<file path="src/rtl/fir_pkg.sv">
`default_nettype none
// +------------------------------------------------------------------+
// | fir_pkg: shared FSM state type and width helper for fir_filter_mac |
// | Revision: 1.0                                                      |
// +------------------------------------------------------------------+
package fir_pkg;

    typedef enum logic [1:0] {
        IDLE = 2'd0,
        MAC  = 2'd1,
        DONE = 2'd2
    } state_t;

    // Full product width plus enough guard bits to sum TAPS products
    function automatic int acc_width(input int m, input int n, input int taps);
        return 2 * (m + n) + $clog2(taps);
    endfunction

endpackage
`default_nettype wire

</file>
<file path="src/rtl/fir_mac.sv">
`default_nettype none
// +------------------------------------------------------------------+
// | fir_mac: registered signed multiply-accumulate, clear has priority |
// | Revision: 1.0                                                      |
// +------------------------------------------------------------------+
module fir_mac #(
    parameter int W     = 8,
    parameter int ACC_W = 19
) (
    input  logic                    clk,
    input  logic                    rst,
    input  logic                    clr,
    input  logic                    en,
    input  logic signed [W-1:0]     a,
    input  logic signed [W-1:0]     b,
    output logic signed [ACC_W-1:0] acc
);

    localparam int G = ACC_W - 2 * W;

    logic signed [2*W-1:0] w_prod;

    assign w_prod = a * b;

    always_ff @(posedge clk) begin
        if (rst) begin
            acc <= '0;
        end else if (clr) begin
            acc <= '0;
        end else if (en) begin
            acc <= acc + {{G{w_prod[2*W-1]}}, w_prod};
        end
    end

endmodule
`default_nettype wire

</file>
<file path="src/rtl/fir_filter_mac.sv">
`default_nettype none
// +------------------------------------------------------------------+
// | fir_filter_mac: time-multiplexed FIR, one shared MAC, loadable taps |
// | Revision: 1.0                                                      |
// +------------------------------------------------------------------+
module fir_filter_mac
    import fir_pkg::*;
#(
    parameter  int M     = 4,
    parameter  int N     = 4,
    parameter  int TAPS  = 5,
    localparam int W     = M + N,
    localparam int ACC_W = acc_width(M, N, TAPS),
    localparam int AW    = $clog2(TAPS)
) (
    input  logic                    clk,
    input  logic                    rst,
    input  logic                    in_valid,
    output logic                    in_ready,
    input  logic signed [W-1:0]     x,
    output logic                    out_valid,
    input  logic                    out_ready,
    output logic signed [ACC_W-1:0] y,
    input  logic                    coef_we,
    input  logic [AW-1:0]           coef_addr,
    input  logic signed [W-1:0]     coef_data,
    output logic                    busy
);

    state_t              r_state;
    logic [AW-1:0]       r_k;
    logic signed [W-1:0] r_xd [TAPS];
    logic signed [W-1:0] r_h  [TAPS];

    logic w_clr;
    logic w_en;
    logic w_coef_ok;

    assign w_clr     = (r_state == IDLE) && in_valid;
    assign w_en      = (r_state == MAC);
    assign w_coef_ok = coef_we && (int'(coef_addr) < TAPS);

    // The accumulator stays frozen outside MAC, so it doubles as the held output
    fir_mac #(
        .W     (W),
        .ACC_W (ACC_W)
    ) u_mac (
        .clk (clk),
        .rst (rst),
        .clr (w_clr),
        .en  (w_en),
        .a   (r_xd[r_k]),
        .b   (r_h[r_k]),
        .acc (y)
    );

    always_ff @(posedge clk) begin
        if (rst) begin
            r_state   <= IDLE;
            in_ready  <= 1'b1;
            out_valid <= 1'b0;
            busy      <= 1'b0;
            r_k       <= '0;
            for (int i = 0; i < TAPS; i++) begin
                r_xd[i] <= '0;
                r_h[i]  <= '0;
            end
        end else begin
            case (r_state)
                IDLE: begin
                    if (w_coef_ok) begin
                        r_h[coef_addr] <= coef_data;
                    end
                    if (in_valid) begin
                        for (int i = TAPS - 1; i > 0; i--) begin
                            r_xd[i] <= r_xd[i-1];
                        end
                        r_xd[0]  <= x;
                        r_k      <= '0;
                        r_state  <= MAC;
                        in_ready <= 1'b0;
                        busy     <= 1'b1;
                    end
                end
                MAC: begin
                    if (r_k == AW'(TAPS - 1)) begin
                        r_k       <= '0;
                        r_state   <= DONE;
                        out_valid <= 1'b1;
                    end else begin
                        r_k <= r_k + AW'(1);
                    end
                end
                DONE: begin
                    if (out_ready) begin
                        r_state   <= IDLE;
                        out_valid <= 1'b0;
                        in_ready  <= 1'b1;
                        busy      <= 1'b0;
                    end
                end
                default: begin
                    r_state   <= IDLE;
                    in_ready  <= 1'b1;
                    out_valid <= 1'b0;
                    busy      <= 1'b0;
                end
            endcase
        end
    end

endmodule
`default_nettype wire

</file>
<file path="config.mk">
export PLATFORM = sky130hd
export DESIGN_NAME = fir_filter_mac
export DESIGN_NICKNAME = d
export VERILOG_FILES = /design/src/rtl/fir_pkg.sv /design/src/rtl/fir_mac.sv /design/src/rtl/fir_filter_mac.sv
export SDC_FILE = /design/constraint.sdc
export NUM_CORES = 1
export LEC_CHECK = 0
export BUFFER_PORTS_ARGS = -buffer_cell sky130_fd_sc_hd__buf_2
export CAP_MARGIN = 15
export CORE_MARGIN = 8
export CORE_UTILIZATION = 56
export CTS_CLUSTER_SIZE = 8
export DETAILED_ROUTE_END_ITERATION = 10
export GPL_TIMING_DRIVEN = 0
export PLACE_DENSITY = 0.77
export SYNTH_ARGS = -nofsm -noshare
export SYNTH_HDL_FRONTEND = slang
export SYNTH_SLANG_ARGS = --single-unit
</file>
<file path="constraint.sdc">
create_clock -name clk -period 7.11 [get_ports clk]
set_clock_uncertainty 0.1 [all_clocks]
set_input_delay 0.711 -clock clk [delete_from_list [all_inputs] [get_ports clk]]
set_output_delay 0.711 -clock clk [all_outputs]
set_load 0.03 [all_outputs]
</file>
### After elaboration in Yosys (flattened, before gate mapping)

Memory sizes are Yosys's and may differ from the RTL's. A register that Yosys moved wholly into a read port is not among the register bits.
Cells that the tools add are included.
W data, S select, Z words.

* add/subtract/negate cells: 2
* multiply operators: 1
* $lt $le $gt $ge: 1
* eq/ne operators: 6
* multiplexer cells: 37
* bitwise gates (word level): 7
* reductions and logical operators: 10

Operators with widths (number)
* $mux W8: 6
* $mux W3: 7
* $add A19 B19 Y19: 1
* $mul A8 B8 Y16: 1
* $mux W1: 16
* $pmux W1 S3: 3
* $reduce_and A3 Y1: 3
* $reduce_or A8 Y1: 1
* $mux W2: 3
* $ne A2 B2 Y1 const B: 3
* $pmux W2 S3: 1
* $pmux W3 S2: 1
* $or A1 B1 Y1: 5
* $add A3 B1 Y3 const B: 1
* $eq A3 B3 Y1 const B: 1
* $lt A3 B3 Y1 const B: 1
* $eq A2 B1 Y1 const B: 1
* $eq A2 B2 Y1 const B: 1
* $logic_and A1 B1 Y1: 2
* $logic_not A2 Y1: 1
* $not A1 Y1: 2
* $reduce_and A2 Y1: 1
* $reduce_bool A2 Y1: 1
* $reduce_or A2 Y1: 1

* register bits after elaboration: 27
* RAM bits: 80
* bits of input ports: 24
* output and inout port bits: 22
* logic and storage cells: 72
* memories kept: 2

Memories
* r_h: words 5, bits a word 8, read ports 1, clocked after Yosys merged registers in 1, wr ports 5, RTL line fir_filter_mac.sv:33 `logic signed [W-1:0] r_h [TAPS];`
* r_xd: words 5, bits a word 8, read ports 5, clocked after Yosys merged registers in 1, wr ports 5, RTL line fir_filter_mac.sv:32 `logic signed [W-1:0] r_xd [TAPS];`

### Logic depth before layout (Yosys ltp)

* depth after elaboration: 8
* mapped depth: 31
* gate-level depth less buffers: 29

### Hierarchy

A second synthesis with hierarchy kept.

* cell total of the unflattened synthesis: 788
* area total of the unflattened synthesis: 9028.7 um^2

By module, submodules not included
* fir_filter_mac: times used 1, cells an instance 325, area each 5033.6 um^2, seq. area each 3343.2 um^2
* fir_mac: times used 1, cells an instance 463, area each 3995.1 um^2, seq. area each 380.4 um^2

### Worst setup path before layout

Ideal clock, no wire load.

* path kind: reg-to-reg
* from: reg with a tool-made name
* to: reg u_mac.acc[18]
* setup time: 0.066 ns
* data arrival time: 7.070 ns
* required time: 6.944 ns
* path slack: -0.126 ns
* cell stages (with the launch flop): 28
* period minus slack after synthesis: 7.236 ns
* cells stage by stage: dfxtp_1 clkbuf_1 buf_2 mux4_2 mux2i_1 nor2_1 fa_1 inv_1 fa_1 inv_1 fa_1 inv_1 fa_1 inv_1 ha_1 a21oi_1 nand2_1 a21o_1 o21a_1 o211ai_2 ha_1 a21oi_1 nand2_1 and3_1 a31oi_1 xor2_1 or3_1 a21oi_2

RTL lines
* to (signal assigned): RTL line fir_mac.sv:31 `acc <= acc + {{G{w_prod[2*W-1]}}, w_prod};`
* to (decl): RTL line fir_mac.sv:16 `output logic signed [ACC_W-1:0] acc`

==> impl_metrics.ini <==
[floorplanning]
dieHeight_um = 141
coreArea_um2 = 15300
top_level_ports = 46
initial_utilization_pct = 57.5
die_area_um2 = 19900
die_x_um = 141
row_count = 45

[worst_hold_path]
min_to = u_mac.acc[7]$_SDFFE_PP0P_
worstHoldStart = u_mac.acc[7]$_SDFFE_PP0P_
worst_hold_path_type = register to register
min_path_cells = 2

[placed_design]
hpwl_um = 13000
io_buffers = 45
placed_cells = 1054
postPlaceCellArea_um2 = 9390
place.gp.congestion = 0.855

[timing]
relSlewSlack_pct = 26.4
finalCriticalPeriod_ns = 6.99
max_freq_mhz = 143
final_max_slew_viol_count = 0
timing.final.crit_share_pct = 98.3
setup_viol = 0
whs_ns = 0.376
rsz0062_at_grt = yes
worstMarginPinSlew_ns = 1.10
hold_viol = 0

[cells_and_area]
seqCellArea_um2 = 3730
finalNonFillerCells = 1132
multi_input_area_um2 = 5010
final_area_um2 = 10800
n_antenna_cell = 0
layout-drive-gt1-share_pct = 22.6
syn_to_final_growth_pct = 22.6
nets = 1038
fillCellCount = 1027

[yosys]
synthDistinctLibCells = 50
synthTopCellsByArea = edfxtp_1 (36%), fa_1 (13%), ha_1 (7.1%), dfxtp_1 (6.8%), mux4_2 (6.2%)
yosysTopAreaCellShare_pct = 35.6
synth.avg_cell_area_um2 = 11.3
ys_seq_elements = 134
synth_async_sr_flop_share_pct = 0
synthTopCellsByCount = edfxtp_1 (104), inv_1 (94), nor2_1 (66), fa_1 (56), ha_1 (50)
yosys_warnings = 0
synth_enable_flop_cells = 104
syn_inst = 773
ys.flop_type = edfxtp_1
synth_most_common_cell = edfxtp_1
syn_area_um2 = 8770
ys_seq_area_share_pct = 42.4
synth_area_leader_cell = edfxtp_1

[cts]
worstSkewPairLatency_ns = 0.44
htree_levels = 4
cts_root_buf = clkbuf_16
cts_sinks = 134
cts_hold_buf = 0
cts_tree = yes
clk_path_buf_depth = 2
cts_buffers = 17
clk_pin_slew_worst_paths_ns = 0.06

[setup_path]
end_kind = register
rr_endpoint = u_mac.acc[18]$_SDFFE_PP0P_
r2r.worst_path.cells = 30
crit_slowest_cell = fa_1
slowest_delay_ns = 0.58
critical_path_arrival_ns = 7.26
cp_common_cell = fa_1
crit_path_max_fanout = 8
critPathKind = register to register
cp.required_ns = 7.38
startpoint_type = register
worstPathBufferInverterCount = 6
cp_top_family = adder cells
r2r_slack_ns = 0.12

[run]
max-cap-violations = 0

[drt]
drcViolationCount = 0
drt_wl_total_um = 20900
avgRoutedWirePerCell_um = 18.4
num_vias = 6317
viasPerCell = 5.58
drt_iter0_drc = 456
dr.pass1.iters = 4
ant_nets = 0

[status]
status = completed

[power_and_ir_drop]
power.leakage_uw = 0.00472
peakVddDrop_mv = 0.359
report.power.total_uw = 3820
p_per_area_nw_per_um2 = 355

[grt]
grt_usage_pct = 20.0
grt_pass1_wl_um = 30800
grt_max_degree = 41
grt_overflow = 0
grt_pass1_vias = 6040
antenna_found_initial = 0
[final cells by class]
| class | count | area share (%) |
|---|---|---|
| clock buffer | 22 | 4.73 |
| timing repair buffer | 96 | 6.22 |
| inverter | 95 | 3.32 |
| multi-input combinational | 543 | 46.6 |
| tap | 211 | 2.46 |
| buffer | 21 | 1.26 |
| clock inverter | 10 | 0.710 |
| sequential | 134 | 34.7 |
[through the flow]
step | setup slack, ns | utilization (%) | setup TNS, ns
after floorplan | 0.0251 | - | 0
after global placement | -0.905 | 61.4 | -4.29
after detailed placement | -0.917 | 61.5 | -4.38
after CTS | 0.00530 | 67.5 | 0
after global routing | -0.134 | 70.5 | -0.134
final | 0.124 | 70.5 | 0
[what timing repair did]
| action | CTS | global route |
|---|---|---|
| cloned | 0 | 2 |
| pin swaps | 2 | 24 |
| hold endpoints to repair | 0 | 0 |
| resized for setup | 48 | 31 |
| setup buffers | 12 | 35 |
| setup endpoints to repair | 10 | 5 |
[layout by cell type (no fill, tap or decap), types with 4 or more instances in the layout]
master	Yosys	final
and2_1	41	40
xor2_1	9	9
ha_1	50	44
a21oi_2	1	7
or2_2	4	4
buf_2	1	46
a21o_1	13	13
inv_6	0	4
nand3_1	7	7
edfxtp_1	104	104
or2_1	16	15
a21oi_1	44	37
inv_1	94	92
buf_6	0	6
and3_1	44	44
conb_1	1	24
o21a_1	5	5
nor3_1	4	4
xnor2_1	19	19
buf_4	2	45
clkbuf_1	18	16
nor2b_1	9	9
nor2_1	66	64
mux4_2	24	24
fa_1	56	54
o21ai_1	13	13
dfxtp_1	30	27
nand2_1	40	40
mux2i_4	0	16
clkbuf_16	0	22
ha_4	0	4
o21bai_1	6	6
[registers in the layout (all words and copies together) (netlist names), named ones only]
| register | flops |
|---|---|
| out_valid | 1 |
| busy | 1 |
| r_k | 3 |
| r_state | 2 |
| u_mac.acc | 19 |
| r_xd | 40 |
| r_h | 64 |
| in_ready | 1 |
[worst reg2reg max path: cells and delay by family (launching register included)]
kind	cells	cell delay, ns
fa+ha+maj	6	2.67
mux	2	0.79
flops	1	0.46
compound gates	9	1.30
simple gates	5	0.85
xor+xnor	2	0.23
buf+inv	6	0.52
[how the worst max path moves through the flow]
stage                   from                    endpoint  slack, ns  cells after the start
floorplan           register  u_mac.acc[18]$_SDFFE_PP0P_       0.03                     27
global placement    register  u_mac.acc[18]$_SDFFE_PP0P_      -0.91                     26
detailed placement  register  u_mac.acc[18]$_SDFFE_PP0P_      -0.92                     26
CTS                 register  u_mac.acc[18]$_SDFFE_PP0P_      0.005                     30
global route        register  u_mac.acc[18]$_SDFFE_PP0P_      -0.13                     28
finish              register  u_mac.acc[18]$_SDFFE_PP0P_       0.12                     30
[power by group]
part           internal (uW)  total [uW]  switching (uW)
Combinational            896        1960            1070
Clock                    514         885             371
Sequential               919         968            49.5
Total                   2330        3820            1490
[per-layer routing]
metal  GRT usage, %  wire length [um]
met4           6.39               403
met5              0                 0
met1           24.1              8180
met3           4.73              1250
met2           34.7             11000
[kinds of logic after synthesis]
family          count (synthesis)  synth area share (%)
mux                            43                  8.34
other cells                     1                0.0427
compound gates                 96                  6.63
xor+xnor                       29                  2.98
flops                         134                  42.4
buf+inv                       119                  5.19
fa+ha+maj                     106                  19.9
simple gates                  245                  14.4
Note: power is estimated with default switching activity, not from simulation.
